**src/rtl/dbg_ctrlr.sv**
```systemverilog
// ============================================================================
// Module      : dbg_ctrlr
// Description : Debug controller that turns decoded debug commands into MCU
//               pause/resume/reset/access handshakes and keeps a breakpoint table.
// Revision    : 1.0 - initial release
// ============================================================================
`default_nettype none

module dbg_ctrlr #(
    parameter int NUM_BP  = 8,
    parameter int ADDR_W  = 32,
    parameter int DATA_W  = 32,
    parameter int TIMEOUT = 1024
) (
    input  logic              clk,
    input  logic              reset_n,
    input  logic [3:0]        debug_fn,
    input  logic [ADDR_W-1:0] addr,
    input  logic [DATA_W-1:0] d_in,
    input  logic              in_valid,
    output logic              ctrlr_busy,
    input  logic [ADDR_W-1:0] pc,
    input  logic              mcu_busy,
    input  logic [DATA_W-1:0] d_rd,
    output logic              pause,
    output logic              resume,
    output logic              mcu_reset,
    output logic              mem_rd,
    output logic              mem_wr,
    output logic              rf_rd,
    output logic              rf_wr,
    output logic [ADDR_W-1:0] mcu_addr,
    output logic [DATA_W-1:0] mcu_d_in,
    output logic              out_valid,
    output logic [DATA_W-1:0] rd_data,
    output logic              rd_valid,
    output logic              err,
    output logic              paused,
    output logic [4:0]        bp_count
);

    localparam int c_IDX_W   = (NUM_BP > 1) ? $clog2(NUM_BP) : 1;
    localparam int c_TIMER_W = $clog2(TIMEOUT + 1);

    localparam logic [3:0] c_FN_PAUSE  = 4'd0;
    localparam logic [3:0] c_FN_RESUME = 4'd1;
    localparam logic [3:0] c_FN_STEP   = 4'd2;
    localparam logic [3:0] c_FN_RESET  = 4'd3;
    localparam logic [3:0] c_FN_STATUS = 4'd4;
    localparam logic [3:0] c_FN_BP_ADD = 4'd5;
    localparam logic [3:0] c_FN_BP_RM  = 4'd6;
    localparam logic [3:0] c_FN_MEM_RD = 4'd7;
    localparam logic [3:0] c_FN_MEM_WR = 4'd8;
    localparam logic [3:0] c_FN_REG_RD = 4'd9;
    localparam logic [3:0] c_FN_REG_WR = 4'd10;

    typedef enum logic [2:0] {
        S_IDLE          = 3'd0,
        S_WAIT_PAUSE    = 3'd1,
        S_WAIT_RESUME   = 3'd2,
        S_WAIT_STEP_RUN = 3'd3,
        S_WAIT_RESET    = 3'd4,
        S_WAIT_ACCESS   = 3'd5
    } state_t;

    state_t                 r_state;
    logic [ADDR_W-1:0]      r_bp_addr [NUM_BP];
    logic [NUM_BP-1:0]      r_bp_valid;
    logic [4:0]             r_bp_count;
    logic                   r_paused;
    logic                   r_pause, r_resume, r_mcu_reset;
    logic                   r_mem_rd, r_mem_wr, r_rf_rd, r_rf_wr;
    logic [ADDR_W-1:0]      r_mcu_addr;
    logic [DATA_W-1:0]      r_mcu_d_in;
    logic [DATA_W-1:0]      r_rd_data;
    logic                   r_rd_valid;
    logic                   r_err;
    logic                   r_seen_busy;
    logic [c_TIMER_W-1:0]   r_timer;
    logic                   r_sup_valid;
    logic [ADDR_W-1:0]      r_sup_pc;

    logic [NUM_BP-1:0]      w_pc_match;
    logic [NUM_BP-1:0]      w_addr_match;
    logic                   w_free_found;
    logic [c_IDX_W-1:0]     w_free_idx;
    logic                   w_suppressed;
    logic                   w_hit;
    logic                   w_accept;
    logic                   w_done;
    logic                   w_tmo;

    always_comb begin
        w_pc_match   = '0;
        w_addr_match = '0;
        for (int i = 0; i < NUM_BP; i++) begin
            w_pc_match[i]   = r_bp_valid[i] && (r_bp_addr[i] == pc);
            w_addr_match[i] = r_bp_valid[i] && (r_bp_addr[i] == addr);
        end
    end

    // Scan downwards so the lowest free slot is the one that sticks.
    always_comb begin
        w_free_found = 1'b0;
        w_free_idx   = '0;
        for (int i = NUM_BP - 1; i >= 0; i--) begin
            if (!r_bp_valid[i]) begin
                w_free_found = 1'b1;
                w_free_idx   = c_IDX_W'(i);
            end
        end
    end

    // The PC we last paused at cannot re-trigger until the MCU moves on.
    assign w_suppressed = r_sup_valid && (pc == r_sup_pc);
    assign w_hit        = (r_state == S_IDLE) && !r_paused && (|w_pc_match) && !w_suppressed;
    assign ctrlr_busy   = (r_state != S_IDLE) || w_hit;
    assign w_accept     = in_valid && !ctrlr_busy;
    assign w_done       = r_seen_busy && !mcu_busy;
    assign w_tmo        = (r_timer == c_TIMER_W'(TIMEOUT - 1)) && !w_done;

    always_ff @(posedge clk) begin
        if (!reset_n) begin
            r_state     <= S_IDLE;
            r_bp_valid  <= '0;
            r_bp_count  <= '0;
            r_paused    <= 1'b0;
            r_pause     <= 1'b0;
            r_resume    <= 1'b0;
            r_mcu_reset <= 1'b0;
            r_mem_rd    <= 1'b0;
            r_mem_wr    <= 1'b0;
            r_rf_rd     <= 1'b0;
            r_rf_wr     <= 1'b0;
            r_mcu_addr  <= '0;
            r_mcu_d_in  <= '0;
            r_rd_data   <= '0;
            r_rd_valid  <= 1'b0;
            r_err       <= 1'b0;
            r_seen_busy <= 1'b0;
            r_timer     <= '0;
            r_sup_valid <= 1'b0;
            r_sup_pc    <= '0;
            for (int i = 0; i < NUM_BP; i++) begin
                r_bp_addr[i] <= '0;
            end
        end else begin
            r_rd_valid <= 1'b0;
            r_err      <= 1'b0;
            if (r_sup_valid && !w_suppressed) begin
                r_sup_valid <= 1'b0;
            end

            if (r_state == S_IDLE) begin
                r_seen_busy <= 1'b0;
                r_timer     <= '0;
                if (w_hit) begin
                    r_state <= S_WAIT_PAUSE;
                    r_pause <= 1'b1;
                end else if (w_accept) begin
                    case (debug_fn)
                        c_FN_PAUSE: begin
                            r_state <= S_WAIT_PAUSE;
                            r_pause <= 1'b1;
                        end
                        c_FN_RESUME: begin
                            r_state  <= S_WAIT_RESUME;
                            r_resume <= 1'b1;
                        end
                        c_FN_STEP: begin
                            if (r_paused) begin
                                r_state  <= S_WAIT_STEP_RUN;
                                r_resume <= 1'b1;
                            end else begin
                                r_err <= 1'b1;
                            end
                        end
                        c_FN_RESET: begin
                            r_state     <= S_WAIT_RESET;
                            r_mcu_reset <= 1'b1;
                        end
                        c_FN_STATUS: begin
                            r_rd_data  <= DATA_W'({r_bp_count, r_paused});
                            r_rd_valid <= 1'b1;
                        end
                        c_FN_BP_ADD: begin
                            if (|w_addr_match) begin
                                r_bp_count <= r_bp_count;
                            end else if (w_free_found) begin
                                r_bp_addr[w_free_idx]  <= addr;
                                r_bp_valid[w_free_idx] <= 1'b1;
                                r_bp_count             <= r_bp_count + 5'd1;
                            end else begin
                                r_err <= 1'b1;
                            end
                        end
                        c_FN_BP_RM: begin
                            if (|w_addr_match) begin
                                r_bp_valid <= r_bp_valid & ~w_addr_match;
                                r_bp_count <= r_bp_count - 5'd1;
                            end else begin
                                r_err <= 1'b1;
                            end
                        end
                        c_FN_MEM_RD, c_FN_MEM_WR, c_FN_REG_RD, c_FN_REG_WR: begin
                            if (r_paused) begin
                                r_state    <= S_WAIT_ACCESS;
                                r_mcu_addr <= addr;
                                r_mcu_d_in <= d_in;
                                r_mem_rd   <= (debug_fn == c_FN_MEM_RD);
                                r_mem_wr   <= (debug_fn == c_FN_MEM_WR);
                                r_rf_rd    <= (debug_fn == c_FN_REG_RD);
                                r_rf_wr    <= (debug_fn == c_FN_REG_WR);
                            end else begin
                                r_err <= 1'b1;
                            end
                        end
                        default: r_err <= 1'b1;
                    endcase
                end
            end else if (w_done || w_tmo) begin
                r_state     <= S_IDLE;
                r_pause     <= 1'b0;
                r_resume    <= 1'b0;
                r_mcu_reset <= 1'b0;
                r_mem_rd    <= 1'b0;
                r_mem_wr    <= 1'b0;
                r_rf_rd     <= 1'b0;
                r_rf_wr     <= 1'b0;
                r_seen_busy <= 1'b0;
                r_timer     <= '0;
                if (w_tmo) begin
                    r_err <= 1'b1;
                end else begin
                    case (r_state)
                        S_WAIT_PAUSE: begin
                            r_paused    <= 1'b1;
                            r_sup_valid <= 1'b1;
                            r_sup_pc    <= pc;
                        end
                        S_WAIT_RESUME, S_WAIT_RESET: r_paused <= 1'b0;
                        S_WAIT_STEP_RUN: begin
                            r_paused <= 1'b0;
                            r_state  <= S_WAIT_PAUSE;
                            r_pause  <= 1'b1;
                        end
                        S_WAIT_ACCESS: begin
                            if (r_mem_rd || r_rf_rd) begin
                                r_rd_data  <= d_rd;
                                r_rd_valid <= 1'b1;
                            end
                        end
                        default: r_paused <= r_paused;
                    endcase
                end
            end else begin
                if (mcu_busy) begin
                    r_seen_busy <= 1'b1;
                end
                r_timer <= r_timer + c_TIMER_W'(1);
            end
        end
    end

    assign pause     = r_pause;
    assign resume    = r_resume;
    assign mcu_reset = r_mcu_reset;
    assign mem_rd    = r_mem_rd;
    assign mem_wr    = r_mem_wr;
    assign rf_rd     = r_rf_rd;
    assign rf_wr     = r_rf_wr;
    assign out_valid = r_pause | r_resume | r_mcu_reset | r_mem_rd | r_mem_wr | r_rf_rd | r_rf_wr;
    assign mcu_addr  = r_mcu_addr;
    assign mcu_d_in  = r_mcu_d_in;
    assign rd_data   = r_rd_data;
    assign rd_valid  = r_rd_valid;
    assign err       = r_err;
    assign paused    = r_paused;
    assign bp_count  = r_bp_count;

endmodule

`default_nettype wire

```
**config.mk**
```make
export PLATFORM = sky130hd
export DESIGN_NAME = dbg_ctrlr
export DESIGN_NICKNAME = d
export VERILOG_FILES = /design/src/rtl/dbg_ctrlr.sv
export SDC_FILE = /design/constraint.sdc
export NUM_CORES = 1
export LEC_CHECK = 0
export ABC_AREA = 0
export CORE_MARGIN = 2
export CORE_UTILIZATION = 35
export CTS_BUF_LIST = sky130_fd_sc_hd__clkbuf_2 sky130_fd_sc_hd__clkbuf_4 sky130_fd_sc_hd__clkbuf_8
export CTS_CLUSTER_SIZE = 12
export DETAILED_ROUTE_END_ITERATION = 6
export PLACE_DENSITY_LB_ADDON = 0.3
export SLEW_MARGIN = 20
export SYNTH_ARGS = -nofsm -noshare
export SYNTH_HDL_FRONTEND = slang
export SYNTH_SLANG_ARGS = --single-unit
```
**constraint.sdc**
```tcl
create_clock -name clk -period 6.4 [get_ports clk]
set_input_delay 0.64 -clock clk [delete_from_list [all_inputs] [get_ports clk]]
set_output_delay 0.64 -clock clk [all_outputs]
set_load 0.02 [all_outputs]
```
==> results.json <==
{
  "cts.sinks": 423,
  "cts_made_buffers": 77,
  "cts_tree": "yes",
  "root_buffer": "clkbuf_8",
  "startpoint_type": "input port",
  "tns_ns": 0,
  "synth.cell_area_sq_um": 22700,
  "fin_crit_sh": 0.790,
  "nFillCells": 6178,
  "crit_arrival_ns": 4.42,
  "ys_ff_latch": 423,
  "design_area_sq_um": 27600,
  "yosysTopAreaCell": "edfxtp_1",
  "clock_latency_ns": 0.69,
  "crit_chain": "clkdlybuf4s50_1 > buf_4 > xor2_1 > nor4_1 > nand3_1 > nor3_1 > or4_1 > o2111ai_4 > nand2_1 > clkdlybuf4s50_1",
  "synth_common_cells": "xor2_1, and2_1, edfxtp_1",
  "avgSynthCellArea_sq_um": 10.2,
  "total_power_mw": 6.53,
  "grt_overflow_total": 0,
  "die_area_sq_um": 66800,
  "peakVddDrop_v": 0.000122,
  "nets": 2603,
  "num_rows": 93,
  "synth_flop_cell": "edfxtp_1",
  "core-area_sq_um": 64200,
  "grt_pass1_wl_um": 120000,
  "max_freq_mhz": 198,
  "dieWidth_um": 259,
  "final-setup-viol-count": 0,
  "crit_required_ns": 5.76,
  "drc": 0,
  "max_stage_delay_ns": 0.99,
  "drt_pass1_iterations": 5,
  "synth_most_common_cell": "xor2_1",
  "clkSlewWorstSetupHoldPaths_ns": 0.05,
  "finalHoldViolations": 0,
  "hold_path.class": "flip-flop to flip-flop",
  "vias": 17900,
  "path_delay_family": "buffers and inverters",
  "clk_path_buf_depth": 3,
  "max-cap-violations": 0,
  "port-buffer-count": 248,
  "dp_slack_ns": 1.36,
  "first_iter_violations": 1941,
  "power_density_nw_per_um2": 237,
  "ios": 249,
  "maxSlewViolCount": 0,
  "crit_buf_inv": 3,
  "place_area_sq_um": 26000,
  "routedWlPerCell_um": 25.1,
  "top_usage_layer": "met2",
  "synth_area_leaders": "edfxtp_1, dfxtp_1, xor2_1",
  "syn_nets": 2368,
  "rsz0062_at_grt": "no",
  "cts_setup_buffers": 0,
  "synth_edf_count": 256,
  "hold_buffers": 0,
  "grt_usage": 0.246,
  "place_congestion": 0.924,
  "syn_inst": 2227,
  "cp-end-kind": "primary output",
  "yosysTopAreaCellShare": 0.339,
  "cpMostUsedCell": "clkdlybuf4s50_1",
  "async_flop_share": 0,
  "drive_above_1_share": 0.0980,
  "detail-route-antenna-nets": 0,
  "tightest_slew_ns": 1.25,
  "met1_usage": 0.321,
  "worst_slack_ns": 1.34,
  "grt_max_degree": 100,
  "crit_type": "input port to primary output",
  "start_util": 0.353,
  "fin_skew_ns": 0.0551,
  "area.growth.synth_to_final_pct": 21.7,
  "cts_resized": 0,
  "grt_pass1_vias": 17400,
  "leakagePower_nw": 9.86,
  "grtUsageMet3": 0.0420,
  "yosysSeqAreaShare": 0.486,
  "hpwlAfterDp_um": 58200,
  "crit_path_top_delay_cell": "clkdlybuf4s50_1",
  "cp_max_fo": 10,
  "h-tree-depth": 3,
  "holdWs_ns": 0.451,
  "synth_warnings": 0,
  "status": "finished clean",
  "die_h_um": 259,
  "synthDistinctLibCells": 60,
  "use_met2": 0.394,
  "fin_crit_ns": 5.06,
  "viasPerCell": 5.29,
  "slew_headroom": 0.164,
  "wl_um": 84700,
  "antenna_found_initial": 7
}
-- logic make-up after synthesis --
logic type               after synthesis  share of synthesized area
multiplexers                           3                    0.00132
AO/OA/AOI/OAI                        213                     0.0569
XOR/XNOR                             551                      0.213
buffers and inverters                199                     0.0454
AND/OR/NAND/NOR                      833                      0.194
flip-flops                           423                      0.486
adder cells (fa/ha/maj)                5                    0.00309
-- report_power, final --
part           total, mW  leakage (nW)  switching, mW  internal [mW]
sequential          3.04          3.93         0.0815           2.96
combinational      0.762          5.08          0.471          0.291
clock               2.73         0.844           1.22           1.51
total               6.53          9.86           1.77           4.76
-- through the flow --
| stage | util | cells |
|---|---|---|
| 2_1_floorplan | - | 2227 |
| 3_3_place_gp | 0.404 | 3237 |
| 4_1_cts | 0.429 | 3375 |
| 3_5_place_dp | 0.404 | 3237 |
| 5_1_grt | 0.430 | 3380 |
| 6_report | 0.430 | 3380 |
-- per-layer routing --
metal	vias to the layer above	routed length, um
li1	8002	-
met1	8858	34500
met2	832	39600
met3	191	6560
met4	0	4060
met5	-	0
-- path summary, 6_finish.rpt --
check	start	to	slack [ns]	cells after the start
setup reg to reg	r_bp_addr[1][7]$_SDFFCE_PN0P_	r_bp_addr[6][11]$_SDFFCE_PN0P_	2.82	9
hold reg to reg	rd_data[2]$_SDFFE_PN0P_	rd_data[2]$_SDFFE_PN0P_	0.45	2
setup / recovery	pc[20]	ctrlr_busy	1.34	10
hold / removal	rd_data[2]$_SDFFE_PN0P_	rd_data[2]$_SDFFE_PN0P_	0.45	2
-- registers in the layout (all words and copies together) (netlist names) --
register / cells
r_timer: 11
rf_rd: 1
r_state: 3
rf_wr: 1
r_bp_valid: 8
r_seen_busy: 1
mcu_addr: 32
r_sup_pc: 32
mcu_reset: 1
bp_count: 5
err: 1
mem_wr: 1
r_sup_valid: 1
mcu_d_in: 32
r_bp_addr: 256
rd_data: 32
pause: 1
resume: 1
mem_rd: 1
rd_valid: 1
paused: 1
-- cell usage in the layout, fill, tap and decap left out, types with 3 or more instances in the layout --
cell	n
clkdlybuf4s50_1	245
a21oi_1	129
a21o_1	9
a22oi_1	27
nand3_1	27
clkinv_1	6
buf_2	3
nor2_2	5
nor2b_1	4
diode_2	4
xnor2_1	180
inv_1	19
o21ai_2	8
clkinv_2	14
clkbuf_4	20
nand4_1	67
or3_1	3
nor3_1	26
nor2_1	77
bufinv_16	3
dfxtp_1	167
a2bb2oi_1	4
nor4_1	97
mux2i_1	3
o21ai_0	11
buf_4	85
clkbuf_8	89
xor2_1	371
nand2b_1	5
clkinvlp_4	5
and2_1	257
and3_1	8
edfxtp_1	256
ha_1	4
nand2_1	244
-- final cells by class --
type | count | area [sq um] | area share
sequential | 423 | 11000 | 0.400
antenna | 4 | 10.0 | 0.000363
clock inverter | 29 | 229 | 0.00830
multi-input combinational | 1605 | 10700 | 0.386
clock buffer | 109 | 1380 | 0.0498
timing repair buffer | 334 | 3130 | 0.114
tap | 855 | 1070 | 0.0388
inverter | 21 | 81.3 | 0.00295
-- worst min-delay path: stages, from the launching register on --
cell and delay, ns:
dfxtp_1 0.30, nand2_1 0.05, a21oi_1 0.05
Note: power is estimated with default switching activity, not from simulation.
